--- src/rtl/bus_arbiter.sv ---
// -----------------------------------------------------------------------------
// bus_arbiter
//
// Two-master, one-slave arbiter for the single-issue CPU/memory bus. Each
// master gets a one-deep pending buffer. Buffered requests are serialised onto
// the slave with round-robin fairness. Each response is routed back to the
// master that issued the access. A response timeout stops a silent slave from
// hanging either master.
//
// Parameters
//   TIMEOUT_CYCLES : cycles to wait for i_s_DV after issue before aborting
//   CNT_W          : timeout counter width, 2**CNT_W > TIMEOUT_CYCLES
//   ERR_DATA       : data returned to the master on a timed-out access
//
// Ports
//   i_clk, i_rst_n          : clock, synchronous active-low reset
//   i_mX_data/address       : master X write data and address (X = 0, 1)
//   i_mX_bhw                : master X byte/half/word code, passed through
//   i_mX_write_notread      : master X direction, 1 = write
//   i_mX_DV                 : master X request strobe (one-cycle pulse)
//   o_mX_data/DV/err        : master X response data, strobe, timeout flag
//   o_s_data/address/bhw    : slave request fields, held between issues
//   o_s_write_notread       : slave direction
//   o_s_DV                  : slave request strobe (one-cycle pulse)
//   i_s_data, i_s_DV        : slave response data and strobe
//   o_grant                 : one-hot owner of the access in flight, 00 idle
//   o_busy                  : high while an access is issued or outstanding
// -----------------------------------------------------------------------------
module bus_arbiter #(
  parameter int unsigned TIMEOUT_CYCLES = 1024,
  parameter int unsigned CNT_W          = 11,
  parameter logic [31:0] ERR_DATA       = 32'hDEADBEEF
) (
  input  logic        i_clk,
  input  logic        i_rst_n,

  input  logic [31:0] i_m0_data,
  input  logic [31:0] i_m0_address,
  input  logic [2:0]  i_m0_bhw,
  input  logic        i_m0_write_notread,
  input  logic        i_m0_DV,
  output logic [31:0] o_m0_data,
  output logic        o_m0_DV,
  output logic        o_m0_err,

  input  logic [31:0] i_m1_data,
  input  logic [31:0] i_m1_address,
  input  logic [2:0]  i_m1_bhw,
  input  logic        i_m1_write_notread,
  input  logic        i_m1_DV,
  output logic [31:0] o_m1_data,
  output logic        o_m1_DV,
  output logic        o_m1_err,

  output logic [31:0] o_s_data,
  output logic [31:0] o_s_address,
  output logic [2:0]  o_s_bhw,
  output logic        o_s_write_notread,
  output logic        o_s_DV,
  input  logic [31:0] i_s_data,
  input  logic        i_s_DV,

  output logic [1:0]  o_grant,
  output logic        o_busy
);

  typedef enum logic [1:0] {
    IDLE  = 2'd0,
    ISSUE = 2'd1,
    WAIT  = 2'd2
  } state_e;

  typedef struct packed {
    logic [31:0] data;
    logic [31:0] addr;
    logic [2:0]  bhw;
    logic        wnr;
  } req_t;

  state_e           state_q, state_d;
  logic [1:0]       pendValid_q, pendValid_d;
  req_t             pendReq_q [2];
  req_t             pendReq_d [2];
  req_t             sReq_q, sReq_d;
  logic             grant_q, grant_d;
  logic             lastServed_q, lastServed_d;
  logic [CNT_W-1:0] cnt_q, cnt_d;
  logic [31:0]      rspData_q [2];
  logic [31:0]      rspData_d [2];
  logic [1:0]       rspDv_q, rspDv_d;
  logic [1:0]       rspErr_q, rspErr_d;

  req_t             reqIn0, reqIn1;
  logic             pick;
  logic             canGrant;
  logic             rspCycle;
  logic             timeoutHit;

  assign reqIn0 = {i_m0_data, i_m0_address, i_m0_bhw, i_m0_write_notread};
  assign reqIn1 = {i_m1_data, i_m1_address, i_m1_bhw, i_m1_write_notread};

  // Arbitration. No grant is made in the cycle a response is presented. That
  // keeps the next slave request at least two cycles after the response, and
  // it lets the master that was just answered re-request in time to compete.
  always_comb begin
    rspCycle   = |rspDv_q;
    canGrant   = (state_q == IDLE) && (|pendValid_q) && !rspCycle;
    pick       = (&pendValid_q) ? ~lastServed_q : pendValid_q[1];
    timeoutHit = (cnt_q == CNT_W'(TIMEOUT_CYCLES - 1));
  end

  // Next-state logic. Buffer capture, the FSM and response generation are
  // handled here.
  always_comb begin
    state_d      = state_q;
    pendValid_d  = pendValid_q;
    pendReq_d    = pendReq_q;
    sReq_d       = sReq_q;
    grant_d      = grant_q;
    lastServed_d = lastServed_q;
    cnt_d        = cnt_q;
    rspData_d    = rspData_q;
    rspDv_d      = 2'b00;
    rspErr_d     = 2'b00;

    // A request arriving while the buffer is still occupied is dropped.
    if (i_m0_DV && !pendValid_q[0]) begin
      pendValid_d[0] = 1'b1;
      pendReq_d[0]   = reqIn0;
    end
    if (i_m1_DV && !pendValid_q[1]) begin
      pendValid_d[1] = 1'b1;
      pendReq_d[1]   = reqIn1;
    end

    case (state_q)
      IDLE: begin
        if (canGrant) begin
          grant_d = pick;
          sReq_d  = pendReq_q[pick];
          state_d = ISSUE;
        end
      end

      ISSUE: begin
        cnt_d   = '0;
        state_d = WAIT;
      end

      WAIT: begin
        cnt_d = cnt_q + CNT_W'(1);
        if (i_s_DV) begin
          rspData_d[grant_q]   = i_s_data;
          rspDv_d[grant_q]     = 1'b1;
          pendValid_d[grant_q] = 1'b0;
          lastServed_d         = grant_q;
          state_d              = IDLE;
        end else if (timeoutHit) begin
          // A timed-out access leaves the round-robin record unchanged.
          rspData_d[grant_q]   = ERR_DATA;
          rspDv_d[grant_q]     = 1'b1;
          rspErr_d[grant_q]    = 1'b1;
          pendValid_d[grant_q] = 1'b0;
          state_d              = IDLE;
        end
      end

      default: state_d = IDLE;
    endcase
  end

  // All state registers. Reset also sets the round-robin record to master 1,
  // so master 0 wins the first tie.
  always_ff @(posedge i_clk) begin
    if (!i_rst_n) begin
      state_q      <= IDLE;
      pendValid_q  <= 2'b00;
      pendReq_q[0] <= '0;
      pendReq_q[1] <= '0;
      sReq_q       <= '0;
      grant_q      <= 1'b0;
      lastServed_q <= 1'b1;
      cnt_q        <= '0;
      rspData_q[0] <= '0;
      rspData_q[1] <= '0;
      rspDv_q      <= 2'b00;
      rspErr_q     <= 2'b00;
    end else begin
      state_q      <= state_d;
      pendValid_q  <= pendValid_d;
      pendReq_q[0] <= pendReq_d[0];
      pendReq_q[1] <= pendReq_d[1];
      sReq_q       <= sReq_d;
      grant_q      <= grant_d;
      lastServed_q <= lastServed_d;
      cnt_q        <= cnt_d;
      rspData_q[0] <= rspData_d[0];
      rspData_q[1] <= rspData_d[1];
      rspDv_q      <= rspDv_d;
      rspErr_q     <= rspErr_d;
    end
  end

  // o_grant is visible from the decision cycle onward. It stays up through the
  // cycle in which the owner's response is presented.
  always_comb begin
    o_grant = 2'b00;
    if (state_q != IDLE || rspCycle) begin
      o_grant = {grant_q, ~grant_q};
    end else if (canGrant) begin
      o_grant = {pick, ~pick};
    end
  end

  assign o_m0_data         = rspData_q[0];
  assign o_m0_DV           = rspDv_q[0];
  assign o_m0_err          = rspErr_q[0];
  assign o_m1_data         = rspData_q[1];
  assign o_m1_DV           = rspDv_q[1];
  assign o_m1_err          = rspErr_q[1];

  assign o_s_data          = sReq_q.data;
  assign o_s_address       = sReq_q.addr;
  assign o_s_bhw           = sReq_q.bhw;
  assign o_s_write_notread = sReq_q.wnr;
  assign o_s_DV            = (state_q == ISSUE);
  assign o_busy            = (state_q == ISSUE) || (state_q == WAIT);

endmodule

--- config.mk ---
export PLATFORM = sky130hd
export DESIGN_NAME = bus_arbiter
export DESIGN_NICKNAME = d
export VERILOG_FILES = /design/src/rtl/bus_arbiter.sv
export SDC_FILE = /design/constraint.sdc
export NUM_CORES = 1
export LEC_CHECK = 0
export ABC_CLOCK_PERIOD_IN_PS = 5400
export BUFFER_PORTS_ARGS = -buffer_cell sky130_fd_sc_hd__buf_2
export CORE_ASPECT_RATIO = 1.75
export CORE_MARGIN = 5
export CORE_UTILIZATION = 35
export DETAILED_ROUTE_END_ITERATION = 6
export REMOVE_ABC_BUFFERS = 1
export SLEW_MARGIN = 20
export SYNTH_ARGS = -nofsm -noshare
export SYNTH_HDL_FRONTEND = slang
export SYNTH_SLANG_ARGS = --single-unit
--- constraint.sdc ---
create_clock -name i_clk -period 5.4 [get_ports i_clk]
set_clock_uncertainty 0.15 [all_clocks]
set_input_delay 0.27 -clock i_clk [delete_from_list [all_inputs] [get_ports i_clk]]
set_output_delay 0.27 -clock i_clk [all_outputs]
set_load 0.01 [all_outputs]
==> impl_metrics.json, run 1 <==
{
  "place.gp.congestion": 0.8125,
  "num_rows": 84,
  "worst_pin_slew_ps": 865.7,
  "cts_sinks": 289,
  "post-route-min-period_ps": 3013,
  "vias": 10530,
  "regArea_um2": 5786,
  "dr.pass1.iters": 7,
  "peakVddDrop_v": 0.0002505,
  "clk_pin_slew_worst_paths_ps": 60,
  "synth_top_area_frac": 0.5493,
  "synth.most_common_cell": "nand2_1",
  "netlist_area_um2": 10530,
  "cts_resized": 0,
  "period_share": 0.5580,
  "initial_core_util": 0.3529,
  "maxCapViolations": 0,
  "dieWidth_um": 141.1,
  "worst_ep_required_time_ps": 4980,
  "synth_area_leaders": "dfxtp_1 (55%), nand2_1 (11%), a21oi_1 (7.8%)",
  "die_area_um2": 33800,
  "outcome": "complete, but fails checks",
  "clockRootBuffer": "clkbuf_16",
  "final-hold-violation-count": 0,
  "drtAntennaViolNets": 0,
  "p_leak_nw": 6.333,
  "grt_pass1_vias": 10470,
  "postSynthCellCount": 1215,
  "instances_no_fill": 2047,
  "placedCellCount": 1823,
  "whs_ps": 172.0,
  "pin_count": 313,
  "multi_input_area_um2": 4207,
  "grt_pass1_wl_um": 54430,
  "finalMaxSlewViolations": 0,
  "numPortBuffers": 312,
  "cts_hold_buffers": 173,
  "antenna_cells": 0,
  "drc": 10,
  "cpMaxStageDelayCell": "and3_2",
  "rsz0062_at_grt": "no",
  "drt-initial-drc-count": 803,
  "grt_remaining_overflow": 0,
  "ys_warn_count": 0,
  "clk_latency_ps": 550,
  "max_stage_delay_ps": 640,
  "grt_max_degree": 108,
  "worstPathArrival_ps": 2590,
  "power_density_nw_per_um2": 369.4,
  "worstSetupEndpointType": "primary output",
  "antenna_found_initial": 0,
  "fillCellCount": 2807,
  "ys_ff_latch": 289,
  "drive_above_1_share": 0.2458,
  "critPathKind": "flop to primary output",
  "cts-htree-levels": 1,
  "violations": "design-rule violations",
  "cts_tree": "done",
  "syn_avg_cell_area_um2": 8.669,
  "fp.coreArea_um2": 29850,
  "synthArstFlopShare": 0,
  "yosysTopAreaCell": "dfxtp_1",
  "reg2reg_slack_ps": 2580,
  "drt-total-wl_um": 34880,
  "crit_fanout": 27,
  "cts-buffers-inserted": 28,
  "slew-limit-headroom": 0.4229,
  "ys_seq_area_frac": 0.5493,
  "wl_per_cell_um": 17.04,
  "ys.flop_type": "dfxtp_1",
  "track_usage": 0.1967,
  "timing.fmax_ghz": 0.3319,
  "final-setup-viol-count": 0,
  "fp.dieH_um": 239.5,
  "hpwl_um": 21610,
  "cp-start-kind": "flop",
  "synth-edff-count": 0,
  "setup_tns_ps": 0,
  "areaGrowthSynthToFinish_pct": 42.85,
  "cts_buffer_depth": 3,
  "routed_via_density": 5.146,
  "path_cells": "inv_1, ha_1, nor3b_2, and3_2, o21bai_1, buf_2",
  "postCtsSetupRepairBufs": 0,
  "netlist_top_cells_count": "nand2_1 (317), dfxtp_1 (289), a21oi_1 (164)",
  "synth_cell_types": 39,
  "hp-class": "primary input to flop",
  "fin_nets": 1817
}
layout make-up:
class	instances	area share
tap	387	0.03218
inverter	30	0.007817
clock inverter	14	0.01805
timing repair buffer	500	0.2264
sequential	289	0.3845
multi-input combinational	790	0.2796
clock buffer	37	0.05148
flip-flops by register name, indices dropped and copies added, names as in the netlist:
register           flops
o_s_address           32
pendReq_q            136
o_s_bhw                3
state_q                2
o_s_data              32
o_m0_data             32
cnt_q                 11
o_s_write_notread      1
pendValid_q            2
rspErr_q               2
grant_q                1
o_m1_data             32
lastServed_q           1
rspDv_q                2
logic make-up (layout without fill, tap and decap cells):
logic type / after synthesis / in the layout / share of synthesized area
compound gates: 310 / 310 / 0.1985
mux: 2 / 2 / 0.001901
buf+inv: 136 / 581 / 0.05488
xor+xnor: 8 / 8 / 0.006653
flops: 289 / 289 / 0.5493
simple gates: 465 / 465 / 0.1828
fa+ha+maj: 5 / 5 / 0.005940
routing by layer:
| layer | vias up | share of wire | routed length (µm) | global-route usage |
|---|---|---|---|---|
| li1 | 5031 | - | - | - |
| met1 | 5008 | 0.37 | 13070 | 0.2183 |
| met2 | 406 | 0.50 | 17600 | 0.3556 |
| met3 | 88 | 0.077 | 2680 | 0.04075 |
| met4 | 0 | 0.044 | 1527 | 0.09227 |
| met5 | - | 0 | 0 | 0 |
stage by stage:
step	power, mW	area [µm²]	util	setup WS [ps]
2_1_floorplan	2.904	10070	-	1053
3_3_place_gp	3.300	12270	0.4110	2714
3_5_place_dp	3.319	12270	0.4110	2617
4_1_cts	5.620	15050	0.5041	2343
5_1_grt	5.805	15050	0.5041	2228
6_report	5.557	15050	0.5041	2387
path summary, 6_finish.rpt:
| kind | start | to | depth (start not counted) |
|---|---|---|---|
| max reg2reg | state_q[0] | o_s_address[18] | 7 |
| min reg2reg | o_m1_data[7] | o_m1_data[7] | 2 |
| min | i_rst_n | lastServed_q | 3 |
| max | state_q[0] | o_grant[0] | 6 |
cells in the final DEF, fill, tap and decap left out, drive strengths merged, types with 2 or more instances in the layout:
cell / n
xor2: 5
mux2i: 2
inv: 31
o221a: 24
a31oi: 16
or3: 2
dlygate4sd3: 173
nor2: 82
nand4: 3
dfxtp: 289
buf: 327
nand3: 19
clkbuf: 37
a222oi: 68
nand2: 317
o21ai: 32
nor2b: 3
o21bai: 2
nor3: 2
bufinv: 7
ha: 5
and4: 4
and3: 3
nand2b: 27
xnor2: 3
clkinv: 4
clkinvlp: 2
a21oi: 164
where the power goes:
part	switching, mW	total, mW	internal [mW]
Combinational	0.604	0.991	0.387
Sequential	0.0937	2.38	2.28
Clock	0.840	2.19	1.35
Total	1.54	5.56	4.02
worst max-delay path, delay by kind of cell, from the launching register on:
kind            cells  cell delay [ps]
buf+inv             2              280
fa+ha+maj           1              200
flops               1              320
simple gates        2             1000
compound gates      1              240
Note: power is estimated with default switching activity, not from simulation.
==> run 2: changes to the inputs <==
Settings changed: ABC_CLOCK_PERIOD_IN_PS 5400 to 2800.
Clock period 5.4 ns to 2.8 ns, I/O delays scaled along.
==> run 2 against run 1 <==
- the run still ends with design-rule violations left
- sequential cell count unchanged
- first-iteration DRC count decreased by 10%
- clock-buffer cell count unchanged
- critical path depth unchanged
- sequential power increased by 92%
- wire length increased by 1.8%
- via count decreased by 0.28%
- global-route usage increased by 0.27 points
- non-clock buffer count increased by 15
- worst setup slack got worse by 2200 ps
- sequential share of layout area increased by 0.064 points
- critical endpoint unchanged
- largest cell class unchanged
==> impl_metrics.json, run 2 (synthesis gave the netlist of run 1 again) <==
{
  "antenna_cells": 0,
  "grt_max_degree": 96,
  "path_cells": "inv_1, ha_1, nor3b_2, and3_4, o21bai_1, buf_2",
  "die_area_um2": 33800,
  "wl_per_cell_um": 17.31,
  "drt-initial-drc-count": 719,
  "largest_register_ffs": 136,
  "fp.coreArea_um2": 29850,
  "power_density_nw_per_um2": 661.7,
  "cp_num_buf_inv": 2,
  "drtAntennaViolNets": 0,
  "final_common_cell": "nand2_1",
  "worst_ep_required_time_ps": 2510,
  "setup_tns_ps": 0,
  "slew-limit-headroom": 0.3757,
  "antenna_found_initial": 0,
  "cts_sinks": 289,
  "dr.pass1.iters": 7,
  "worstSetupEndpointType": "primary output",
  "final-setup-viol-count": 0,
  "period_share": 0.9315,
  "seqPwrFrac": 0.461,
  "cts_buffer_depth": 3,
  "power_mw": 9.939,
  "internal_power_mw": 7.060,
  "cts-htree-levels": 1,
  "cts_tree": "done",
  "finalMaxSlewViolations": 0,
  "cp-start-kind": "flop",
  "worst_pin_slew_ps": 936.4,
  "worstPathArrival_ps": 2320,
  "grt_pass1_vias": 10680,
  "rsz0062_at_grt": "no",
  "p_leak_nw": 6.301,
  "vias": 10500,
  "track_usage": 0.1994,
  "postCtsSetupRepairBufs": 0,
  "maxCapViolations": 0,
  "drt-total-wl_um": 35520,
  "swShare": 0.2896,
  "grt_remaining_overflow": 0,
  "path_delay_family": "simple AND/OR/NAND/NOR gates",
  "cts-buffers-inserted": 27,
  "outcome": "complete, but fails checks",
  "drive_above_1_share": 0.2402,
  "power_switching_mw": 2.879,
  "max_stage_delay_ps": 400,
  "violations": "design-rule violations",
  "place.gp.congestion": 0.7750,
  "dieWidth_um": 141.1,
  "clockRootBuffer": "clkbuf_16",
  "peakVddDrop_v": 0.0004597,
  "fp.dieH_um": 239.5,
  "clk_pin_slew_worst_paths_ps": 60,
  "use_met3": 0.03915,
  "final_cell_mix": "nand2_1 (317), buf_2 (312), dfxtp_1 (289)",
  "initial_core_util": 0.3529,
  "drc": 2,
  "hpwl_um": 21940,
  "use_met1": 0.2219,
  "final-hold-violation-count": 0,
  "grt_pass1_wl_um": 55230,
  "grt_use_met2": 0.3547,
  "routed_via_density": 5.119,
  "crit_fanout": 13,
  "timing.fmax_ghz": 0.3834,
  "critPathKind": "flop to primary output",
  "cpMaxStageDelayCell": "and3_4",
  "top_usage_layer": "met2",
  "hp-class": "primary input to flop",
  "largest_register": "pendReq_q",
  "areaGrowthSynthToFinish_pct": 42.61,
  "whs_ps": 26.78,
  "power_frac_clock": 0.336,
  "numPortBuffers": 312,
  "pin_count": 313,
  "num_rows": 84,
  "pwr-share-comb": 0.203,
  "fin_nets": 1831,
  "post-route-min-period_ps": 2608,
  "clk_latency_ps": 520
}
run 2: changes by cell type in the layout (fill, tap and decap cells not counted), moves of 2 or more:
cell / previous run / this run
buf_12: 0 / 8
buf_4: 15 / 11
bufinv_16: 7 / 0
clkbuf_1: 5 / 7
dlygate4sd3_1: 173 / 184
run 2: layer usage:
metal / vias up / part of all wire
met2: 424 / 0.50
met3: 106 / 0.073
met1: 4920 / 0.37
met5: - / 0
li1: 5054 / -
met4: 0 / 0.051
run 2: tightest hold or removal path, stage by stage:
cell and delay, ps:
buf_2 140, inv_6 150, nor2_1 170
run 2: path summary, 6_finish.rpt:
path	depth (start not counted)	endpoint	slack, ps	start
setup / recovery	6	o_grant[0]	190	state_q[0]
hold / removal	3	o_s_address[26]	30	i_rst_n
setup reg to reg	7	o_s_address[8]	550	state_q[0]
hold reg to reg	2	o_m1_data[7]	290	o_m1_data[7]
run 2: power groups by stage:
stage	combinational (mW)	sequential [mW]	clock, mW
floorplan	0.906	4.69	0
global placement	1.79	4.66	0
detailed placement	1.82	4.67	0
CTS	2.02	4.58	3.44
global route	2.20	4.61	3.62
finish	2.02	4.58	3.34
run 2: repair_timing:
item	CTS	global route
resized for setup	0	1
setup endpoints to repair	0	1
hold buffers	184	0
endpoints found under the hold margin	204	0
run 2: cell type report:
type	instances	area [µm²]
fillers	2752	14830
clock buffers	37	743.2
well taps	387	484.2
clock inverters	4	33.78
repair buffers	515	3646
flip-flops and latches	289	5786
inverters	30	117.6
multi-input cells	790	4210
run 2: through the flow:
stage,area (µm²),setup slack [ps],cells,utilization
global route,15020,92.20,2052,0.5032
global placement,12400,572.9,1827,0.4154
floorplan,10070,-1417,1109,-
CTS,15020,57.13,2052,0.5031
finish,15020,191.9,2052,0.5032
detailed placement,12400,514.0,1827,0.4154
